<file path="config.mk">
export PLATFORM = sky130hd
export DESIGN_NAME = rcs_div_ctrl
export DESIGN_NICKNAME = d
export VERILOG_FILES = /design/src/rtl/rcs_pkg.sv /design/src/rtl/rcs_8bit.sv /design/src/rtl/rcs_div_ctrl.sv
export SDC_FILE = /design/constraint.sdc
export NUM_CORES = 1
export LEC_CHECK = 0
export ABC_AREA = 1
export BUFFER_PORTS_ARGS = -buffer_cell sky130_fd_sc_hd__buf_2
export CAP_MARGIN = 20
export CELL_PAD_IN_SITES_DETAIL_PLACEMENT = 1
export CELL_PAD_IN_SITES_GLOBAL_PLACEMENT = 1
export CORE_MARGIN = 5
export CORE_UTILIZATION = 37
export CTS_BUF_LIST = sky130_fd_sc_hd__clkbuf_8
export DETAILED_ROUTE_END_ITERATION = 6
export PLACE_DENSITY_LB_ADDON = 0.1
export RECOVER_POWER = 50
export SYNTH_ARGS = -nofsm -noshare
export SYNTH_HDL_FRONTEND = slang
export SYNTH_SLANG_ARGS = --single-unit
</file>
<file path="constraint.sdc">
create_clock -name clk -period 3.37 [get_ports clk]
set_input_delay 0.674 -clock clk [delete_from_list [all_inputs] [get_ports clk]]
set_output_delay 0.674 -clock clk [all_outputs]
set_load 0.02 [all_outputs]
</file>
<file path="src/rtl/rcs_pkg.sv">
// ---------------------------------------------------------------------------
// rcs_pkg: shared types and constants for the rcs_div_ctrl divider.
// Revision 1.0
// ---------------------------------------------------------------------------
`default_nettype none

package rcs_pkg;

  localparam int                   RCS_WIDTH         = 8;
  localparam logic [2:0]           RCS_ITER_LAST     = 3'd7;
  localparam logic [RCS_WIDTH-1:0] RCS_DIV0_QUOTIENT = 8'hFF;

  typedef enum logic [1:0] {
    IDLE = 2'd0,
    RUN  = 2'd1,
    DONE = 2'd2
  } rcs_state_e;

endpackage

`default_nettype wire

</file>
<file path="src/rtl/rcs_8bit.sv">
// ---------------------------------------------------------------------------
// rcs_8bit: 8-bit ripple-carry subtractor, diff = a - b, carry_o=1 when a>=b.
// Revision 1.0
// ---------------------------------------------------------------------------
`default_nettype none

module rcs_8bit
  import rcs_pkg::*;
(
  input  logic [RCS_WIDTH-1:0] a_i,
  input  logic [RCS_WIDTH-1:0] b_i,
  output logic [RCS_WIDTH-1:0] diff_o,
  output logic                 carry_o
);

  logic [RCS_WIDTH:0] c_w;
  logic [RCS_WIDTH-1:0] nb_w;

  // Subtraction as a + ~b + 1; the final carry is the inverted borrow.
  assign c_w[0] = 1'b1;
  assign nb_w   = ~b_i;

  genvar gi;
  generate
    for (gi = 0; gi < RCS_WIDTH; gi++) begin : g_bit
      assign diff_o[gi] = a_i[gi] ^ nb_w[gi] ^ c_w[gi];
      assign c_w[gi+1]  = (a_i[gi] & nb_w[gi]) | (c_w[gi] & (a_i[gi] ^ nb_w[gi]));
    end
  endgenerate

  assign carry_o = c_w[RCS_WIDTH];

endmodule

`default_nettype wire

</file>
<file path="src/rtl/rcs_div_ctrl.sv">
// ---------------------------------------------------------------------------
// rcs_div_ctrl: 8-bit restoring divider iterating over one shared rcs_8bit.
// Optional early divide-by-zero exit: RCS_DIV_ZERO_DETECT_EN.  Revision 1.0
// ---------------------------------------------------------------------------
`default_nettype none

module rcs_div_ctrl
  import rcs_pkg::*;
(
  input  logic                 clk,
  input  logic                 rst,
  input  logic                 start,
  input  logic [RCS_WIDTH-1:0] dividend,
  input  logic [RCS_WIDTH-1:0] divisor,
  output logic                 busy,
  output logic                 done,
  output logic [RCS_WIDTH-1:0] quotient,
  output logic [RCS_WIDTH-1:0] remainder,
  output logic                 div_by_zero
);

  rcs_state_e           state_q, state_d;
  logic [2:0]           cnt_q, cnt_d;
  logic [RCS_WIDTH-1:0] r_q, r_d, q_q, q_d, d_q, d_d;
  logic [RCS_WIDTH-1:0] quo_q, quo_d, rem_q, rem_d;

  logic [RCS_WIDTH:0]   s_w;
  logic [RCS_WIDTH-1:0] diff_w, r_next_w, q_next_w;
  logic                 carry_w, take_w;

  assign s_w = {r_q, q_q[RCS_WIDTH-1]};

  rcs_8bit u_sub (
    .a_i     (s_w[RCS_WIDTH-1:0]),
    .b_i     (d_q),
    .diff_o  (diff_w),
    .carry_o (carry_w)
  );

  // A set S[8] means S exceeds 255 and is therefore >= D regardless of borrow.
  assign take_w   = s_w[RCS_WIDTH] | carry_w;
  assign r_next_w = take_w ? diff_w : s_w[RCS_WIDTH-1:0];
  assign q_next_w = {q_q[RCS_WIDTH-2:0], take_w};

`ifdef RCS_DIV_ZERO_DETECT_EN
  logic dz_q, dz_d;
`endif

  always_comb begin
    state_d = state_q;
    cnt_d   = cnt_q;
    r_d     = r_q;
    q_d     = q_q;
    d_d     = d_q;
    quo_d   = quo_q;
    rem_d   = rem_q;
`ifdef RCS_DIV_ZERO_DETECT_EN
    dz_d    = dz_q;
`endif
    case (state_q)
      IDLE, DONE: begin
        state_d = IDLE;
        if (start) begin
          d_d     = divisor;
          q_d     = dividend;
          r_d     = '0;
          cnt_d   = 3'd0;
          state_d = RUN;
`ifdef RCS_DIV_ZERO_DETECT_EN
          dz_d    = 1'b0;
          if (divisor == '0) begin
            state_d = DONE;
            quo_d   = RCS_DIV0_QUOTIENT;
            rem_d   = dividend;
            dz_d    = 1'b1;
          end
`endif
        end
      end
      RUN: begin
        r_d   = r_next_w;
        q_d   = q_next_w;
        cnt_d = cnt_q + 3'd1;
        if (cnt_q == RCS_ITER_LAST) begin
          state_d = DONE;
          quo_d   = q_next_w;
          rem_d   = r_next_w;
        end
      end
      default: state_d = IDLE;
    endcase
  end

  always_ff @(posedge clk) begin
    if (rst) begin
      state_q <= IDLE;
      cnt_q   <= 3'd0;
      r_q     <= '0;
      q_q     <= '0;
      d_q     <= '0;
      quo_q   <= '0;
      rem_q   <= '0;
    end else begin
      state_q <= state_d;
      cnt_q   <= cnt_d;
      r_q     <= r_d;
      q_q     <= q_d;
      d_q     <= d_d;
      quo_q   <= quo_d;
      rem_q   <= rem_d;
    end
  end

`ifdef RCS_DIV_ZERO_DETECT_EN
  always_ff @(posedge clk) begin
    if (rst) dz_q <= 1'b0;
    else     dz_q <= dz_d;
  end
  assign div_by_zero = (state_q == DONE) & dz_q;
`else
  assign div_by_zero = 1'b0;
`endif

  assign busy      = (state_q == RUN);
  assign done      = (state_q == DONE);
  assign quotient  = quo_q;
  assign remainder = rem_q;

endmodule

`default_nettype wire
</file>
==> results.json <==
{
  "grt_pass1_wl_mm": 9.69,
  "routed_via_density": 4.81,
  "place_congestion": 0.804,
  "fin_crit_sh_pct": 104,
  "routed_wl_mm": 5.81,
  "nFillCells": 716,
  "drive_above_1_share_pct": 30.3,
  "cts.sinks": 45,
  "crit_top_cell": "fa_2",
  "initial_core_util_pct": 37.9,
  "syn_area_mm2": 0.00207,
  "grt-ovfl-total": 0,
  "antenna_found_initial": 0,
  "power_leakage_nw": 1.23,
  "path_max_fanout": 6,
  "cts_tree": "done",
  "fin_ws_ns": -0.151,
  "synth_top_family_by_area": "simple AND/OR/NAND/NOR gates",
  "numCtsBuffers": 5,
  "stdcell_area_mm2": 0.00263,
  "core_mm2": 0.00547,
  "syn_area_per_cell_um2": 7.43,
  "num_io_pins": 38,
  "synth-seq-cells": 45,
  "outcome": "finished with violations",
  "post_synth_fa_ha_maj_area_fraction_pct": 8.57,
  "synthMuxAreaShare_pct": 0,
  "clk_latency_ns": 0.29,
  "first_global_vias": 1984,
  "synth_cell_types": 18,
  "yosys.area_share.simple_pct": 24.9,
  "netlist_instances": 279,
  "cp_top_family": "adder cells",
  "clock-root-buffer": "clkbuf_8",
  "setup_violations": 18,
  "hold_violations": 0,
  "finalMaxSlewViolations": 0,
  "place_area_mm2": 0.00235,
  "min_path_type": "reg2reg",
  "wl_per_cell_um": 14.8,
  "utilization_pct": 48.0,
  "ant_nets": 0,
  "synth_compound_area_share_pct": 12.3,
  "num_vias": 1884,
  "cts_hold_buffers": 0,
  "min_period_ns": 3.52,
  "drt_iter0_drc": 53,
  "dieArea_mm2": 0.00720,
  "endpoint_kind": "register",
  "drcViolationCount": 0,
  "slowest_stage": "fa_2",
  "worstSetupPathType": "reg2reg",
  "yosysSeqAreaShare_pct": 43.5,
  "crit_path_max_incr_delay_ns": 0.35,
  "relSlewSlack_pct": 56.1,
  "synth-edff-count": 0,
  "synth_nets": 308,
  "grt_util_all_layers_pct": 16.7,
  "place_hpwl_mm": 3.89,
  "power.density_mw_per_mm2": 528,
  "fin_nets": 349,
  "grt_max_degree": 29,
  "path_clk_slew_ns": 0.08,
  "required_ns": 3.56,
  "clockBufferDepth": 2,
  "cap_violations": 0,
  "ir_drop_mv": 0.231,
  "path_cells": "inv_2, ha_4, inv_2, fa_2, fa_2, fa_2, fa_2, inv_2, fa_2, inv_2, fa_2, inv_2, fa_2, buf_12, nand3_1, a21oi_1, nor2_1",
  "whs_ns": 0.473,
  "failed_checks": "negative setup slack",
  "synth-async-reset-ratio_pct": 0,
  "die_x_um": 84.9,
  "synth-main-ff-cell": "dfxtp_1",
  "die_y_um": 84.9,
  "antennaDiodeCount": 0,
  "rows": 27,
  "rsz0062_at_grt": "yes",
  "crit_arrival_ns": 3.71,
  "area_growth_pct": 26.8,
  "fmax_mhz": 284,
  "finClkSkew_ns": 0.00639,
  "tightest_slew_ns": 0.656,
  "yosys_warnings": 0,
  "h-tree-depth": 2,
  "synth-xor-area-share_pct": 0,
  "drt_pass1_iterations": 4,
  "numPortBuffers": 36,
  "path_buf_inv": 6,
  "start_kind": "register"
}
## cells in the final DEF, fill, tap and decap left out
master and instances:
nor2_1 32, buf_12 2, nor2_4 2, nand2_4 5, nor3_1 5, nand2_2 9, clkbuf_8 6, ha_4 1
nand2_1 34, a21oi_4 1, dfxtp_1 43, a21oi_2 8, nand3_1 27, nand3_4 1, inv_1 36, a21oi_1 16
clkinv_1 1, nand2_8 1, o21ai_0 26, buf_4 7, ha_1 2, nand3_2 3, dfxtp_2 2, fa_2 7
inv_2 6, conb_1 1, buf_2 36
## cell usage after synthesis, types with 3 or more instances
library cell	instances	area, µm²
dfxtp_1	45	901
nand2_1	43	161
inv_1	40	150
nor2_1	32	120
nand3_1	31	155
o21ai_0	26	130
a21oi_1	25	125
fa_1	7	140
buf_2	5	25.0
nand2_2	5	31.3
nor3_1	5	25.0
clkbuf_1	4	15.0
buf_4	3	22.5
ha_1	3	37.5
## worst min-delay path: stages (launching register included)
cell and delay (ns):
dfxtp_1 0.32, nand2_1 0.06, a21oi_1 0.05
## final timing paths
path | slack, ns | end | cells past startpoint | startpoint
setup / recovery | -0.15 | remainder[2]$_SDFFE_PP0P_ | 17 | q_q[7]$_SDFFE_PP0P_
hold / removal | 0.47 | cnt_q[1]$_SDFFE_PP0P_ | 2 | cnt_q[1]$_SDFFE_PP0P_
setup reg to reg | -0.15 | remainder[2]$_SDFFE_PP0P_ | 17 | q_q[7]$_SDFFE_PP0P_
hold reg to reg | 0.47 | cnt_q[1]$_SDFFE_PP0P_ | 2 | cnt_q[1]$_SDFFE_PP0P_
## sequential cells by signal, summed over array words and instances, names as in the netlist
| name | cells |
|---|---|
| quotient | 8 |
| state_q | 2 |
| remainder | 8 |
| q_q | 8 |
| cnt_q | 3 |
| r_q | 8 |
| d_q | 8 |
## logic make-up after synthesis
| kind of cell | count (synthesis) |
|---|---|
| AO/OA/AOI/OAI | 51 |
| adder cells (fa/ha/maj) | 10 |
| buffers and inverters | 54 |
| flip-flops | 45 |
| other | 1 |
| AND/OR/NAND/NOR | 118 |
## final cells by class
type                       instances  area (µm²)  share of cell area [%]
timing repair buffer              45         273                    10.4
multi-input combinational        181        1120                    42.6
clock inverter                     1        3.75                   0.143
clock buffer                       6        82.6                    3.14
sequential                        45         903                    34.4
inverter                          42         158                    6.00
tap                               72        90.1                    3.43
## timing repair
item / CTS / global route
gates cloned: 1 / 1
gates resized for setup: 23 / 22
setup endpoints to repair: 18 / 18
pin swaps: 5 / 8
setup buffers: 1 / 2
## metrics by stage
step           std cells  setup slack (ns)  TNS [ns]  total power [mW]
2_1_floorplan        279            0.0194         0             0.820
3_3_place_gp         381            -0.146     -2.10             0.906
3_5_place_dp         381            -0.215     -3.25             0.911
4_1_cts              390            -0.123     -1.46              1.32
5_1_grt              392            -0.282     -4.11              1.47
6_report             392            -0.151     -1.79              1.39
## report_power, final
part	switching (mW)	total, mW	internal [mW]
combinational	0.280	0.464	0.184
sequential	0.0228	0.587	0.564
clock	0.176	0.336	0.160
## routing by layer
layer	wire (µm)	global-route usage (%)
met5	0	0
met4	62	3.88
met3	211	2.82
met2	2630	27.3
met1	2900	23.1
Note: power is estimated with default switching activity, not from simulation.
